**config.mk**
```make
export PLATFORM = sky130hd
export DESIGN_NAME = register_file
export DESIGN_NICKNAME = d
export VERILOG_FILES = /design/src/rtl/register_file.sv
export SDC_FILE = /design/constraint.sdc
export NUM_CORES = 2
export LEC_CHECK = 0
export CORE_ASPECT_RATIO = 0.8
export CORE_MARGIN = 1.5
export CORE_UTILIZATION = 25
export DETAILED_ROUTE_END_ITERATION = 8
export GPL_TIMING_DRIVEN = 0
export MAX_ROUTING_LAYER = met4
export PLACE_DENSITY = 0.44
export SYNTH_ARGS = -nofsm -noshare
export SYNTH_HDL_FRONTEND = slang
export SYNTH_SLANG_ARGS = --single-unit
```
**constraint.sdc**
```tcl
create_clock -name clk -period 3.92 [get_ports clk]
set_input_delay 0.588 -clock clk [delete_from_list [all_inputs] [get_ports clk]]
set_output_delay 0.588 -clock clk [all_outputs]
set_load 0.1 [all_outputs]
```
**src/rtl/register_file.sv**
```systemverilog
// MIPS general-purpose register file: 32 x 32-bit GPRs with two combinational
// read ports and one synchronous write port, plus the HI/LO pair written by
// the multiply/divide unit. Register 0 is hard-wired to zero. An optional
// write-to-read bypass forwards write-back data to decode in the same cycle.
module register_file #(
    parameter int                 WIDTH     = 32,
    parameter int                 ADDR_BITS = 5,
    parameter int                 BYPASS    = 1,
    parameter logic [WIDTH-1:0]   SP_RESET  = '0
) (
    input  logic                  clk,
    input  logic                  reset,
    input  logic [ADDR_BITS-1:0]  read_reg1,
    input  logic [ADDR_BITS-1:0]  read_reg2,
    output logic [WIDTH-1:0]      read_data1,
    output logic [WIDTH-1:0]      read_data2,
    input  logic                  write_enable,
    input  logic [ADDR_BITS-1:0]  write_reg,
    input  logic [WIDTH-1:0]      write_data,
    input  logic                  hi_lo_write,
    input  logic [WIDTH-1:0]      hi_in,
    input  logic [WIDTH-1:0]      lo_in,
    output logic [WIDTH-1:0]      hi_out,
    output logic [WIDTH-1:0]      lo_out
);

    localparam int DEPTH  = 2 ** ADDR_BITS;
    localparam int SP_IDX = 29;

    logic [WIDTH-1:0] gpr_q [DEPTH];
    logic [WIDTH-1:0] gpr_d [DEPTH];
    logic [WIDTH-1:0] hi_q, hi_d;
    logic [WIDTH-1:0] lo_q, lo_d;

    logic             wr_valid;
    logic             byp_hit1;
    logic             byp_hit2;
    logic [WIDTH-1:0] stored1;
    logic [WIDTH-1:0] stored2;

    // A write to index 0 is dropped so the zero register never changes.
    assign wr_valid = write_enable && (write_reg != '0);

    // Per-register write-enable feedback mux: hold unless this index is written.
    always_comb begin
        for (int i = 0; i < DEPTH; i++) begin
            gpr_d[i] = gpr_q[i];
            if (wr_valid && (write_reg == ADDR_BITS'(i))) begin
                gpr_d[i] = write_data;
            end
        end
        gpr_d[0] = '0;
    end

    // HI/LO are committed together, independently of the GPR port.
    always_comb begin
        hi_d = hi_q;
        lo_d = lo_q;
        if (hi_lo_write) begin
            hi_d = hi_in;
            lo_d = lo_in;
        end
    end

    // GPR storage; synchronous reset wins over any write presented that cycle.
    always_ff @(posedge clk) begin
        if (!reset) begin
            for (int i = 0; i < DEPTH; i++) begin
                gpr_q[i] <= (i == SP_IDX) ? SP_RESET : '0;
            end
        end else begin
            for (int i = 0; i < DEPTH; i++) begin
                gpr_q[i] <= gpr_d[i];
            end
        end
    end

    // HI/LO storage with the same reset priority as the GPRs.
    always_ff @(posedge clk) begin
        if (!reset) begin
            hi_q <= '0;
            lo_q <= '0;
        end else begin
            hi_q <= hi_d;
            lo_q <= lo_d;
        end
    end

    // Stored-value read path; index 0 always reads as zero.
    always_comb begin
        stored1 = (read_reg1 == '0) ? '0 : gpr_q[read_reg1];
        stored2 = (read_reg2 == '0) ? '0 : gpr_q[read_reg2];
    end

    // Forwarding is suppressed while reset is low so reads show stored state.
    always_comb begin
        byp_hit1 = (BYPASS != 0) && reset && wr_valid && (write_reg == read_reg1);
        byp_hit2 = (BYPASS != 0) && reset && wr_valid && (write_reg == read_reg2);
    end

    // Final read muxes: forwarded write data takes precedence over storage.
    always_comb begin
        read_data1 = byp_hit1 ? write_data : stored1;
        read_data2 = byp_hit2 ? write_data : stored2;
    end

    assign hi_out = hi_q;
    assign lo_out = lo_q;

endmodule

```
==> flow_summary.json <==
{
  "ys_ff_latch": 1056,
  "peakVddDrop_mv": 0.4560,
  "first_global_vias": 34905,
  "tns_ps": -2132,
  "synth_top_area_share_pct": 57.69,
  "yosys-top-cells-area": "edfxtp_1 (58%), mux4_2 (18%), nor2_1 (4.5%)",
  "sequentialPowerShare_pct": 45.8,
  "worstPathMaxFanout": 14,
  "period_minus_slack_ps": 4029,
  "seq_area_frac_synth_pct": 60.17,
  "slew_viol_final": 0,
  "die_w_um": 511.1,
  "synthArstFlopShare_pct": 0,
  "hold_slack_ps": 439.7,
  "num_rows": 148,
  "yosys.cell_types.count": 55,
  "synth_edf_count": 992,
  "cp_data_arrival_time_ps": 4540,
  "nets": 3947,
  "insertion_delay_ps": 770,
  "rr_worst_depth": 2,
  "worst_slew_pin_slew_ps": 1199,
  "postSynthCellCount": 3433,
  "powerDensity_nw_per_um2": 467.7,
  "drt-pass1-iter-count": 6,
  "critPathKind": "in2reg",
  "hp-start": "hi_in[22]",
  "cap_violations": 0,
  "cts_made_buffers": 112,
  "grt_max_degree": 33,
  "via_count": 36867,
  "p_clk_share_pct": 35.0,
  "switchingPower_mw": 8.938,
  "clock_sinks": 1056,
  "worstReg2RegStart": "lo_out[22]",
  "switching_share_pct": 30.31,
  "synth_common_cells": "edfxtp_1 (992), nor2_1 (621), mux4_2 (417)",
  "cts-root-buf": "clkbuf_16",
  "violations": "setup timing",
  "core_um2": 204300,
  "dr_wl_met2_um": 99920,
  "postRouteAntennaNets": 0,
  "port_buffers": 232,
  "grt.overflow.total": 0,
  "highest_layer": "met4",
  "fin_skew_ps": 0,
  "syn2layout_area_growth_pct": 22.13,
  "combPwrFrac_pct": 19.2,
  "max_slew_margin_pct": 20.06,
  "yosysTopAreaCell": "edfxtp_1",
  "cts_tree": "built",
  "postSynthAreaPerCell_um2": 15.04,
  "critPathLaunchType": "input pin",
  "holdBufCountCts": 0,
  "h-tree-depth": 3,
  "antenna_found_initial": 11,
  "setup_ws_ps": -108.7,
  "dieArea_um2": 209300,
  "leakagePower_nw": 20.95,
  "synth_fp_nets": 3548,
  "endpoint_kind": "flop",
  "setup_violations": 31,
  "synth.most_common_cell": "edfxtp_1",
  "holdPathEnd": "hi_out[22]",
  "status": "complete, but fails checks",
  "cp.required_ps": 4430,
  "grt_usage_pct": 22.96,
  "yosysWarnings": 0,
  "die_h_um": 409.5,
  "netlist_area_um2": 51630,
  "fin_crit_sh_pct": 102.8,
  "dp_hpwl_um": 178700,
  "reg2reg_setup_slack_ps": 3300,
  "viasPerCell": 5.564,
  "start_util_pct": 25.28,
  "ys.flop_type": "edfxtp_1",
  "avgRoutedWirePerCell_um": 36.10,
  "cts_buffer_depth": 3,
  "wl_met3_um": 27480,
  "max_freq_mhz": 248.2,
  "drc": 0,
  "min_path_type": "in2reg",
  "final-hold-violation-count": 0,
  "place.gp.congestion": 0.9959,
  "io_pins": 243,
  "worstReg2RegEnd": "lo_out[22]",
  "path_clk_slew_ps": 70,
  "drt_wl_total_um": 239200,
  "met1Wirelength_um": 103800,
  "hold_path_depth": 3,
  "grt_pass1_wl_um": 315400,
  "p_int_mw": 20.56,
  "drive_gt1_share_pct": 28.16,
  "drt_iter0_markers": 5861,
  "rsz0062_at_grt": "false"
}
placed cells by master, fill, tap and decap left out, types with 47 or more instances in the layout:
master,count
buf_4,83
buf_6,47
nor2b_1,101
clkdlybuf4s50_1,164
a21oi_1,51
clkbuf_1,136
buf_12,50
dfxtp_1,64
edfxtp_1,992
nand2_1,94
mux2i_1,119
mux4_2,417
mux2_2,110
o22ai_1,122
inv_1,55
nor2_1,613
clkbuf_16,115
kinds of logic (layout without fill, tap and decap cells):
kind of cell              after synthesis  after routing  share of synthesized area (%)
DFF                                  1056           1056                          60.17
and+or+nand+nor                       947            947                          7.888
muxes                                 647            647                          22.91
AOI/OAI and AO/OA                     404            404                          5.649
buffers and inverters                 369            857                          3.208
xor gates and xnor gates               10             10                         0.1696
other                                   0              5                              0
layout make-up:
class	instances	area (um2)
timing repair buffer	285	3257
fill	20256	141200
clock buffer	146	2973
buffer	313	2177
clock inverter	57	402.9
antenna	5	12.51
multi-input combinational	2008	19580
sequential	1056	31070
tap	2700	3378
inverter	56	211.5
how the worst max path moves through the flow:
stage | from | end | cells after the start
after global routing | read_reg1[1] | read_data1[22] | 9
after detailed placement | read_reg1[3] | read_data1[23] | 9
after global placement | write_reg[0] | gpr_q[29][9] | 4
after CTS | read_reg1[0] | read_data1[23] | 10
final | reset | gpr_q[27][15] | 6
after floorplan | write_reg[4] | read_data2[2] | 7
power groups by stage:
| stage | Clock, mW | Combinational, mW | Sequential, mW |
|---|---|---|---|
| final | 10.3 | 5.67 | 13.5 |
| after global routing | 10.8 | 5.75 | 13.6 |
| after CTS | 10.4 | 5.56 | 13.5 |
| after detailed placement | 0 | 5.46 | 13.7 |
| after global placement | 0 | 5.33 | 13.8 |
| after floorplan | 0 | 3.05 | 13.9 |
registers in the layout (all words and copies together) (netlist names):
signal and count:
lo_out 32, gpr_q 992, hi_out 32
worst max-delay path, stage by stage:
cell             delay [ps]
clkdlybuf4s50_1         510
clkbuf_2                540
clkbuf_1                880
nand2_1                 800
clkbuf_1                630
inv_1                   530
routing by layer:
| metal | vias to the layer above | GRT usage, % |
|---|---|---|
| met5 | - | - |
| met1 | 19789 | 32.55 |
| met4 | 0 | 6.844 |
| met2 | 2359 | 31.62 |
| li1 | 14369 | - |
| met3 | 350 | 6.232 |
what timing repair did:
action                     CTS  global route
pin swaps                    9             8
setup endpoints to repair  472            56
resized for setup          718            57
setup buffers                7             3
gates cloned                 1             0
stage by stage:
| stage | utilization (%) | area, um2 | total power [mW] | std cells | setup WS, ps |
|---|---|---|---|---|---|
| 4_1_cts | 30.76 | 62830 | 29.50 | 6618 | -70.81 |
| 5_1_grt | 30.87 | 63060 | 30.17 | 6625 | 0.1581 |
| 6_report | 30.87 | 63060 | 29.49 | 6626 | -108.7 |
| 3_3_place_gp | 28.18 | 57570 | 19.13 | 6365 | -5473 |
| 3_5_place_dp | 28.70 | 58620 | 19.19 | 6407 | -3872 |
| 2_1_floorplan | - | 51870 | 16.94 | 3433 | -858.9 |
(Power assumes the default switching activity.)
